--- config.mk ---
export PLATFORM = sky130hd
export DESIGN_NAME = led_valid_gen
export DESIGN_NICKNAME = d
export VERILOG_FILES = /design/src/rtl/led_valid_gen_pkg.sv /design/src/rtl/sync_2ff.sv /design/src/rtl/led_valid_gen.sv
export SDC_FILE = /design/constraint.sdc
export NUM_CORES = 1
export LEC_CHECK = 0
export ABC_AREA = 1
export CAP_MARGIN = 20
export CORE_MARGIN = 2
export CORE_UTILIZATION = 55
export DETAILED_ROUTE_END_ITERATION = 12
export PLACE_DENSITY = 0.84
export SLEW_MARGIN = 25
export SYNTH_ARGS = -nofsm -noshare
export SYNTH_HDL_FRONTEND = slang
export SYNTH_SLANG_ARGS = --single-unit
--- constraint.sdc ---
create_clock -name clock -period 1.3 [get_ports clock]
set_clock_uncertainty 0.05 [all_clocks]
set_input_delay 0.195 -clock clock [delete_from_list [all_inputs] [get_ports clock]]
set_output_delay 0.195 -clock clock [all_outputs]
set_load 0.03 [all_outputs]
--- src/rtl/led_valid_gen_pkg.sv ---
// Shared types and constants for the LED valid-strobe timebase (led_valid_gen).
package led_valid_gen_pkg;

    localparam int unsigned NB_SEL = 2;

    localparam longint unsigned DEF_PERIOD0 = 64'd1 << 14;
    localparam longint unsigned DEF_PERIOD1 = 64'd1 << 16;
    localparam longint unsigned DEF_PERIOD2 = 64'd1 << 18;
    localparam longint unsigned DEF_PERIOD3 = 64'd1 << 20;

    typedef enum logic [0:0] {
        ST_STOP,
        ST_RUN
    } state_e;

    // A period must be at least 2 clocks and its terminal count must fit the counter.
    function automatic logic period_ok(input longint unsigned period,
                                       input int unsigned nb_count);
        return (period >= 64'd2) && (period <= (64'd1 << nb_count));
    endfunction

endpackage

--- src/rtl/sync_2ff.sv ---
// Two-flop synchroniser for asynchronous inputs, cleared by an active-low async reset.
module sync_2ff #(
    parameter int unsigned Width = 1
) (
    input  logic             clk_i,
    input  logic             rst_ni,
    input  logic [Width-1:0] d_i,
    output logic [Width-1:0] q_o
);

    logic [Width-1:0] meta_q;
    logic [Width-1:0] sync_q;

    always_ff @(posedge clk_i or negedge rst_ni) begin
        if (!rst_ni) begin
            meta_q <= '0;
            sync_q <= '0;
        end else begin
            meta_q <= d_i;
            sync_q <= meta_q;
        end
    end

    assign q_o = sync_q;

endmodule

--- src/rtl/led_valid_gen.sv ---
// Valid-strobe timebase for the LED shift register: divides clock by one of four periods.
// Optional single-step button in STOP is enabled by defining LED_VALID_GEN_STEP_EN.
module led_valid_gen
    import led_valid_gen_pkg::*;
#(
    parameter int unsigned     NB_COUNT = 32,
    parameter longint unsigned PERIOD0  = DEF_PERIOD0,
    parameter longint unsigned PERIOD1  = DEF_PERIOD1,
    parameter longint unsigned PERIOD2  = DEF_PERIOD2,
    parameter longint unsigned PERIOD3  = DEF_PERIOD3
) (
    input  logic              clock,
    input  logic              i_reset,
    input  logic              i_enable,
    input  logic [NB_SEL-1:0] i_sel,
    input  logic              i_step,
    output logic              o_valid,
    output logic              o_run,
    output logic [NB_SEL-1:0] o_sel_act
);

    if (!period_ok(PERIOD0, NB_COUNT) || !period_ok(PERIOD1, NB_COUNT) ||
        !period_ok(PERIOD2, NB_COUNT) || !period_ok(PERIOD3, NB_COUNT)) begin : g_bad_period
        $error("led_valid_gen: each PERIODx must lie in [2, 2**NB_COUNT]");
    end

    localparam logic [NB_COUNT-1:0] TERM0   = NB_COUNT'(PERIOD0 - 64'd1);
    localparam logic [NB_COUNT-1:0] TERM1   = NB_COUNT'(PERIOD1 - 64'd1);
    localparam logic [NB_COUNT-1:0] TERM2   = NB_COUNT'(PERIOD2 - 64'd1);
    localparam logic [NB_COUNT-1:0] TERM3   = NB_COUNT'(PERIOD3 - 64'd1);
    localparam logic [NB_COUNT-1:0] CNT_ONE = NB_COUNT'(1);

    logic              rst_sync_n;
    logic              en_s;
    logic [NB_SEL-1:0] sel_s;
    logic              step_rise;

    // Reset asserts at once and releases two edges later; the input
    // synchronisers see the raw reset so they are already primed on release.
    sync_2ff #(
        .Width (1)
    ) u_rst_sync (
        .clk_i  (clock),
        .rst_ni (i_reset),
        .d_i    (1'b1),
        .q_o    (rst_sync_n)
    );

    sync_2ff #(
        .Width (1)
    ) u_en_sync (
        .clk_i  (clock),
        .rst_ni (i_reset),
        .d_i    (i_enable),
        .q_o    (en_s)
    );

    sync_2ff #(
        .Width (NB_SEL)
    ) u_sel_sync (
        .clk_i  (clock),
        .rst_ni (i_reset),
        .d_i    (i_sel),
        .q_o    (sel_s)
    );

`ifdef LED_VALID_GEN_STEP_EN
    logic step_s;
    logic step_prev_q;

    sync_2ff #(
        .Width (1)
    ) u_step_sync (
        .clk_i  (clock),
        .rst_ni (i_reset),
        .d_i    (i_step),
        .q_o    (step_s)
    );

    always_ff @(posedge clock or negedge rst_sync_n) begin
        if (!rst_sync_n) begin
            step_prev_q <= 1'b0;
        end else begin
            step_prev_q <= step_s;
        end
    end

    assign step_rise = step_s & ~step_prev_q;
`else
    logic unused_step;
    assign unused_step = i_step;
    assign step_rise   = 1'b0;
`endif

    state_e              state_q, state_d;
    logic [NB_COUNT-1:0] cnt_q, cnt_d;
    logic [NB_SEL-1:0]   sel_act_q, sel_act_d;
    logic                valid_q, valid_d;
    logic [NB_COUNT-1:0] term;

    always_comb begin
        term = TERM0;
        unique case (sel_act_q)
            2'b00: term = TERM0;
            2'b01: term = TERM1;
            2'b10: term = TERM2;
            2'b11: term = TERM3;
        endcase
    end

    always_comb begin
        state_d   = state_q;
        cnt_d     = cnt_q;
        sel_act_d = sel_act_q;
        valid_d   = 1'b0;
        unique case (state_q)
            ST_STOP: begin
                cnt_d = '0;
                if (en_s) begin
                    state_d   = ST_RUN;
                    sel_act_d = sel_s;
                end else begin
                    valid_d = step_rise;
                end
            end
            ST_RUN: begin
                // Stopping wins over a pending terminal count: no strobe on the way out.
                if (!en_s) begin
                    state_d = ST_STOP;
                    cnt_d   = '0;
                end else if (cnt_q == term) begin
                    cnt_d     = '0;
                    valid_d   = 1'b1;
                    sel_act_d = sel_s;
                end else begin
                    cnt_d = cnt_q + CNT_ONE;
                end
            end
            default: state_d = ST_STOP;
        endcase
    end

    always_ff @(posedge clock or negedge rst_sync_n) begin
        if (!rst_sync_n) begin
            state_q   <= ST_STOP;
            cnt_q     <= '0;
            sel_act_q <= '0;
            valid_q   <= 1'b0;
        end else begin
            state_q   <= state_d;
            cnt_q     <= cnt_d;
            sel_act_q <= sel_act_d;
            valid_q   <= valid_d;
        end
    end

    assign o_valid   = valid_q;
    assign o_run     = (state_q == ST_RUN);
    assign o_sel_act = sel_act_q;

endmodule

==> results of run 1 <==
==> path summary, 6_finish.rpt <==
path                                start                    to  slack [ps]  cells after the start
max                             cnt_q[20]          o_sel_act[0]        -460                     10
min reg2reg                u_rst_sync.q_o             cnt_q[22]         270                      1
min in group clock               i_sel[1]  u_sel_sync.meta_q[1]         260                      1
max in group asynchronous  u_rst_sync.q_o             cnt_q[11]         580                      1
max reg2reg                     cnt_q[20]          o_sel_act[0]        -460                     10
min                               i_reset      u_en_sync.meta_q          90                      1
==> critical path: stages (launching register included) <==
cell	delay (ps)
dfrtp_1	440
nor2_1	160
nand2_1	130
nor2_1	170
nand2_1	100
nor2_2	190
nand2_4	130
nand2_4	100
nand2_4	70
nand2_4	70
nand2_2	40
==> kinds of logic after synthesis <==
kind of cell    Yosys count
other cells               1
simple gates            211
fa+ha+maj                 1
flops                    44
xor+xnor                 17
compound gates            5
buf+inv                  35
==> registers in the layout, indices dropped and copies added (netlist names) <==
signal and count:
cnt_q 32, o_sel_act 2, u_sel_sync.meta_q 2, u_sel_sync.q_o 2, o_run 1, o_valid 1, u_en_sync.meta_q 1, u_en_sync.q_o 1
u_rst_sync.meta_q 1, u_rst_sync.q_o 1
==> cells in the mapped netlist, types with 2 or more instances <==
| master | count |
|---|---|
| xnor2_1 | 6 |
| buf_8 | 2 |
| inv_1 | 32 |
| o21ai_0 | 2 |
| nor3_1 | 10 |
| nor2_2 | 2 |
| dfrtp_1 | 44 |
| nand3_1 | 23 |
| xor2_1 | 11 |
| a21oi_1 | 2 |
| nand4_1 | 4 |
| nand2_1 | 86 |
| nor2_1 | 81 |
==> cell type report <==
class                   count  area [sq um]  share of cell area [%]
multi-input cells         236          1290                    38.8
flip-flops and latches     44          1110                    33.3
repair buffers             79           628                    18.9
inverters                  32           123                    3.68
clock buffers               5          68.8                    2.07
well taps                  50          62.6                    1.88
clock inverters             3          46.3                    1.39
==> report_power, final <==
group | total, mW | internal [mW] | leakage (nW) | switching (mW)
clock network | 1.10 | 0.579 | 0.0548 | 0.525
logic | 0.210 | 0.0720 | 0.869 | 0.138
registers | 1.42 | 1.39 | 0.583 | 0.0270
total | 2.73 | 2.04 | 1.51 | 0.690
==> repair_timing <==
action                                  CTS  global route
gates resized for setup                  36            37
setup buffers                             7             6
pin swaps                                 5            11
endpoints found under the setup margin   37            38
cloned                                    1             0
==> routing by layer <==
layer  global-route usage, %  vias to the layer above  part of all wire [%]  wire length [um]
met4                    19.2                        0                   8.6               756
met1                    38.9                     1254                    34              3000
met5                       0                        -                     0                 0
met2                    55.6                      228                    46              4070
met3                    7.46                       91                    11               935
li1                        -                     1129                     -                 -
==> flow_summary.ini, run 1 <==
[sta]
fin_setup_tns_ps = -13560
setup_viol = 35
fin_ws_ps = -456
whs_ps = 87.8
rsz0062_at_grt = yes
slew_viol_final = 0
finalCriticalPeriod_ps = 1760
max_freq_ghz = 0.569
hold_violations = 0
finalCritPeriodShare_pct = 135

[setup_path]
arrival_ps = 1930
worst_setup_path_end_kind = register
critical_path_class = register to register
worstPathMaxFanout = 4
required_ps = 1470
critPathLaunchType = register

[routing]
dr.pass1.iters = 7
drc = 0
ant_nets = 0
via_count = 2702
drt_iter0_drc = 449
totalWireLength_mm = 8.76
avgRoutedWirePerCell_um = 19.5
vias_per_cell = 6.02

[finish]
fin_nets = 405
final_util_pct = 82.6
syn_to_final_growth_pct = 42.9
fin_cells = 449
most-common-layout-cells = nand2_1 (70), buf_4 (68), nor2_1 (61)
drive_gt1_share_pct = 35.6
diodes = 0
final.fill_count = 217
final_area_sq_um = 3330
layout_commonest_cell = nand2_1

[outcome]
violations = negative setup slack
status = finished, violations left

[job]
maxCapViolations = 0

[cts]
cts_buffers = 5
clock_latency_ps = 320
htree_levels = 2
cts_buffer_depth = 2
cts_tree = done
path_clk_slew_ps = 90
clock-root-buffer = clkbuf_8
clock-sinks = 44
cts-hold-fix-buffers = 0

[synthesis]
yosysWarningCount = 0
synth_edf_count = 0
yosysTopAreaCell = dfrtp_1
synth-seq-cells = 44
syn_nets = 321
synth-compound-area-share_pct = 1.18
synth_fa_ha_area_share_pct = 0.537
yosysTopAreaCellShare_pct = 47.3
synth-simple-area-share_pct = 37.8
synth_mux_area_share_pct = 0
synth_cell_types = 22
seq_area_frac_synth_pct = 47.3
yosys-top-cells-area = dfrtp_1 (47%), nand2_1 (14%), nor2_1 (13%)
postSynthAreaPerCell_sq_um = 7.42
synth_cells = 314
synth_top_family_by_area = simple AND/OR/NAND/NOR gates
synth_xor_area_share_pct = 6.39
syn_area_sq_um = 2330
synthFlopType = dfrtp_1
synthArstFlopShare_pct = 100

[floorplan]
die_area_sq_um = 4770
core_sq_um = 4030
rows = 23
io_pins = 10
die_x_um = 69.1
die_h_um = 69.1
start_util_pct = 57.8

[placement]
io_buffer_count = 8
dpl.cell_count = 429
place.gp.congestion = 0.965
placed_area_sq_um = 2890
dp_slack_ps = -345
hpwl_mm = 4.35

[power]
power-per-cell-area_nw_per_um2 = 822
peakVddDrop_v = 0.000988
power.total_mw = 2.73
p_leak_nw = 1.51

[global_routing]
overflow = 0
track_usage_pct = 33.1
grt_antenna_before_repair = 0
grt_pass1_wl_mm = 12.4
grt_max_degree = 37
grt_pass1_vias = 2564

[hold_path]
hp-class = input pin to async pin
Power figures use the tool's default switching activity.
==> run 2: changes to the inputs <==
GPL_TIMING_DRIVEN = 0   (was not set)
==> run 2 against run 1 <==
The flow still finishes with violations (negative setup slack); flip-flop and latch count unchanged; hold slack improved by 20 ps; power decreased by 0.92%; critical endpoint is now cnt_q[25]; sequential power about the same; count of clock-buffer cells in the layout unchanged; via count decreased by 7.4%; wire length decreased by 14%; global-route usage decreased by 6.5 points; register-to-register slack got worse by 60 ps; largest power group unchanged; final cell count decreased by 7.6%; die area unchanged; highest routed layer unchanged.
==> flow_summary.ini, run 2 (same netlist as run 1, synthesis figures left out) <==
[setup_path]
slowest_delay_ps = 460
crit_family = simple AND/OR/NAND/NOR gates
worstPathCellList = nor2_1 > nand2_1 > nor2_1 > nand2_1 > nor2_2 > nand2_4 > nand3_4 > buf_8 > nor2_1
cp_slowest_cell = dfrtp_1
required_ps = 1450
critical_path_class = register to register
arrival_ps = 1970
critPathLaunchType = register
crit_path_frequent_cell = nor2_1
worst_setup_path_end_kind = register
crit_buf_inv = 1
worstPathMaxFanout = 10

[placement]
hpwl_mm = 3.77
io_buffer_count = 8
dpl.cell_count = 373
place.gp.congestion = 0.976
dp_slack_ps = -474

[routing]
top_layer = met4
totalWireLength_mm = 7.53
avgRoutedWirePerCell_um = 18.1
vias_per_cell = 6.03
drt_iter0_drc = 407
met3_wirelength_um = 677
ant_nets = 0
met2RoutedLength_mm = 3.51
dr.pass1.iters = 6
drc = 0
via_count = 2502
wirelength_met1_mm = 2.75

[sta]
setup_viol = 35
max_freq_ghz = 0.551
fin_setup_tns_ps = -14830
whs_ps = 107
hold_violations = 0
finalCritPeriodShare_pct = 140
rsz0062_at_grt = yes
finalCriticalPeriod_ps = 1820
fin_ws_ps = -515
slew_viol_final = 0

[floorplan]
rows = 23
start_util_pct = 57.8
die_area_sq_um = 4770
core_sq_um = 4030
die_h_um = 69.1
die_x_um = 69.1
io_pins = 10

[finish]
most-common-layout-cells = nand2_1 (68), nor2_1 (46), dfrtp_1 (38)
largest_reg_flops = 32
fin_cells = 415
final.fill_count = 216
fin_nets = 371
syn_to_final_growth_pct = 37.4
drive_gt1_share_pct = 36.4
layout_commonest_cell = nand2_1
diodes = 0
regMostFlops = cnt_q

[cts]
cts_buffer_depth = 2
clock-root-buffer = clkbuf_8
htree_levels = 2
cts_buffers = 5
path_clk_slew_ps = 90
clock_latency_ps = 310
cts-hold-fix-buffers = 0
clock-sinks = 44
cts_tree = done

[power]
power.total_mw = 2.71
p_leak_nw = 1.42
power-per-cell-area_nw_per_um2 = 847
peakVddDrop_v = 0.000935

[global_routing]
track_usage_pct = 26.6
grt_pass1_vias = 2302
grt_antenna_before_repair = 0
grt_max_degree = 23
grt_pass1_wl_mm = 10.1
overflow = 0

[hold_path]
hp-class = input pin to async pin

[outcome]
status = finished, violations left
violations = negative setup slack

[job]
maxCapViolations = 0
-- run 2: path summary, 6_finish.rpt --
check,start,end,slack [ps],cells after the start
setup / recovery,cnt_q[23],cnt_q[25],-520,9
max in group asynchronous,u_rst_sync.q_o,cnt_q[25],610,1
hold / removal,i_reset,u_sel_sync.meta_q[0],110,1
hold reg to reg,u_rst_sync.q_o,o_valid,130,0
setup reg to reg,cnt_q[23],cnt_q[25],-520,9
min in group clock,i_sel[1],u_sel_sync.meta_q[1],270,1
-- run 2: per-layer routing --
metal  global-route usage (%)  up-vias
li1                         -     1060
met1                     31.3     1186
met2                     45.0      190
met3                     5.56       66
met4                     15.3        0
met5                        0        -
-- run 2: area by class of cell --
| class | count | area (sq um) | share of cell area (%) |
|---|---|---|---|
| multi-input cells | 235 | 1380 | 43.1 |
| flip-flops and latches | 44 | 1110 | 34.6 |
| well taps | 50 | 62.6 | 1.95 |
| repair buffers | 43 | 377 | 11.8 |
| clock inverters | 3 | 46.3 | 1.45 |
| clock buffers | 5 | 68.8 | 2.15 |
| inverters | 32 | 123 | 3.83 |
| plain buffers | 3 | 35.0 | 1.09 |
-- run 2: worst register-to-register path, cell delays in order (launching register included) --
cell     delay [ps]
dfrtp_1         460
nor2_1          200
nand2_1         100
nor2_1          120
nand2_1         120
nor2_2          180
nand2_4         100
nand3_4         140
buf_8           170
nor2_1           70
-- run 2: timing repair --
item,CTS,global route
setup buffers,18,15
gates resized for setup,58,58
endpoints found under the setup margin,39,37
cloned,0,1
pin swaps,7,8
-- run 2: through the flow --
stage	utilization [%]	instance area, sq um
after floorplan	-	2330
after CTS	71.8	2890
final	79.4	3200
after global placement	61.5	2480
after global routing	79.4	3200
after detailed placement	62.2	2510
-- run 2: power by group --
group | switching, mW | leakage, nW | internal, mW
clock | 0.522 | 0.0548 | 0.579
sequential | 0.0338 | 0.581 | 1.39
combinational | 0.109 | 0.780 | 0.0730
total | 0.665 | 1.42 | 2.04
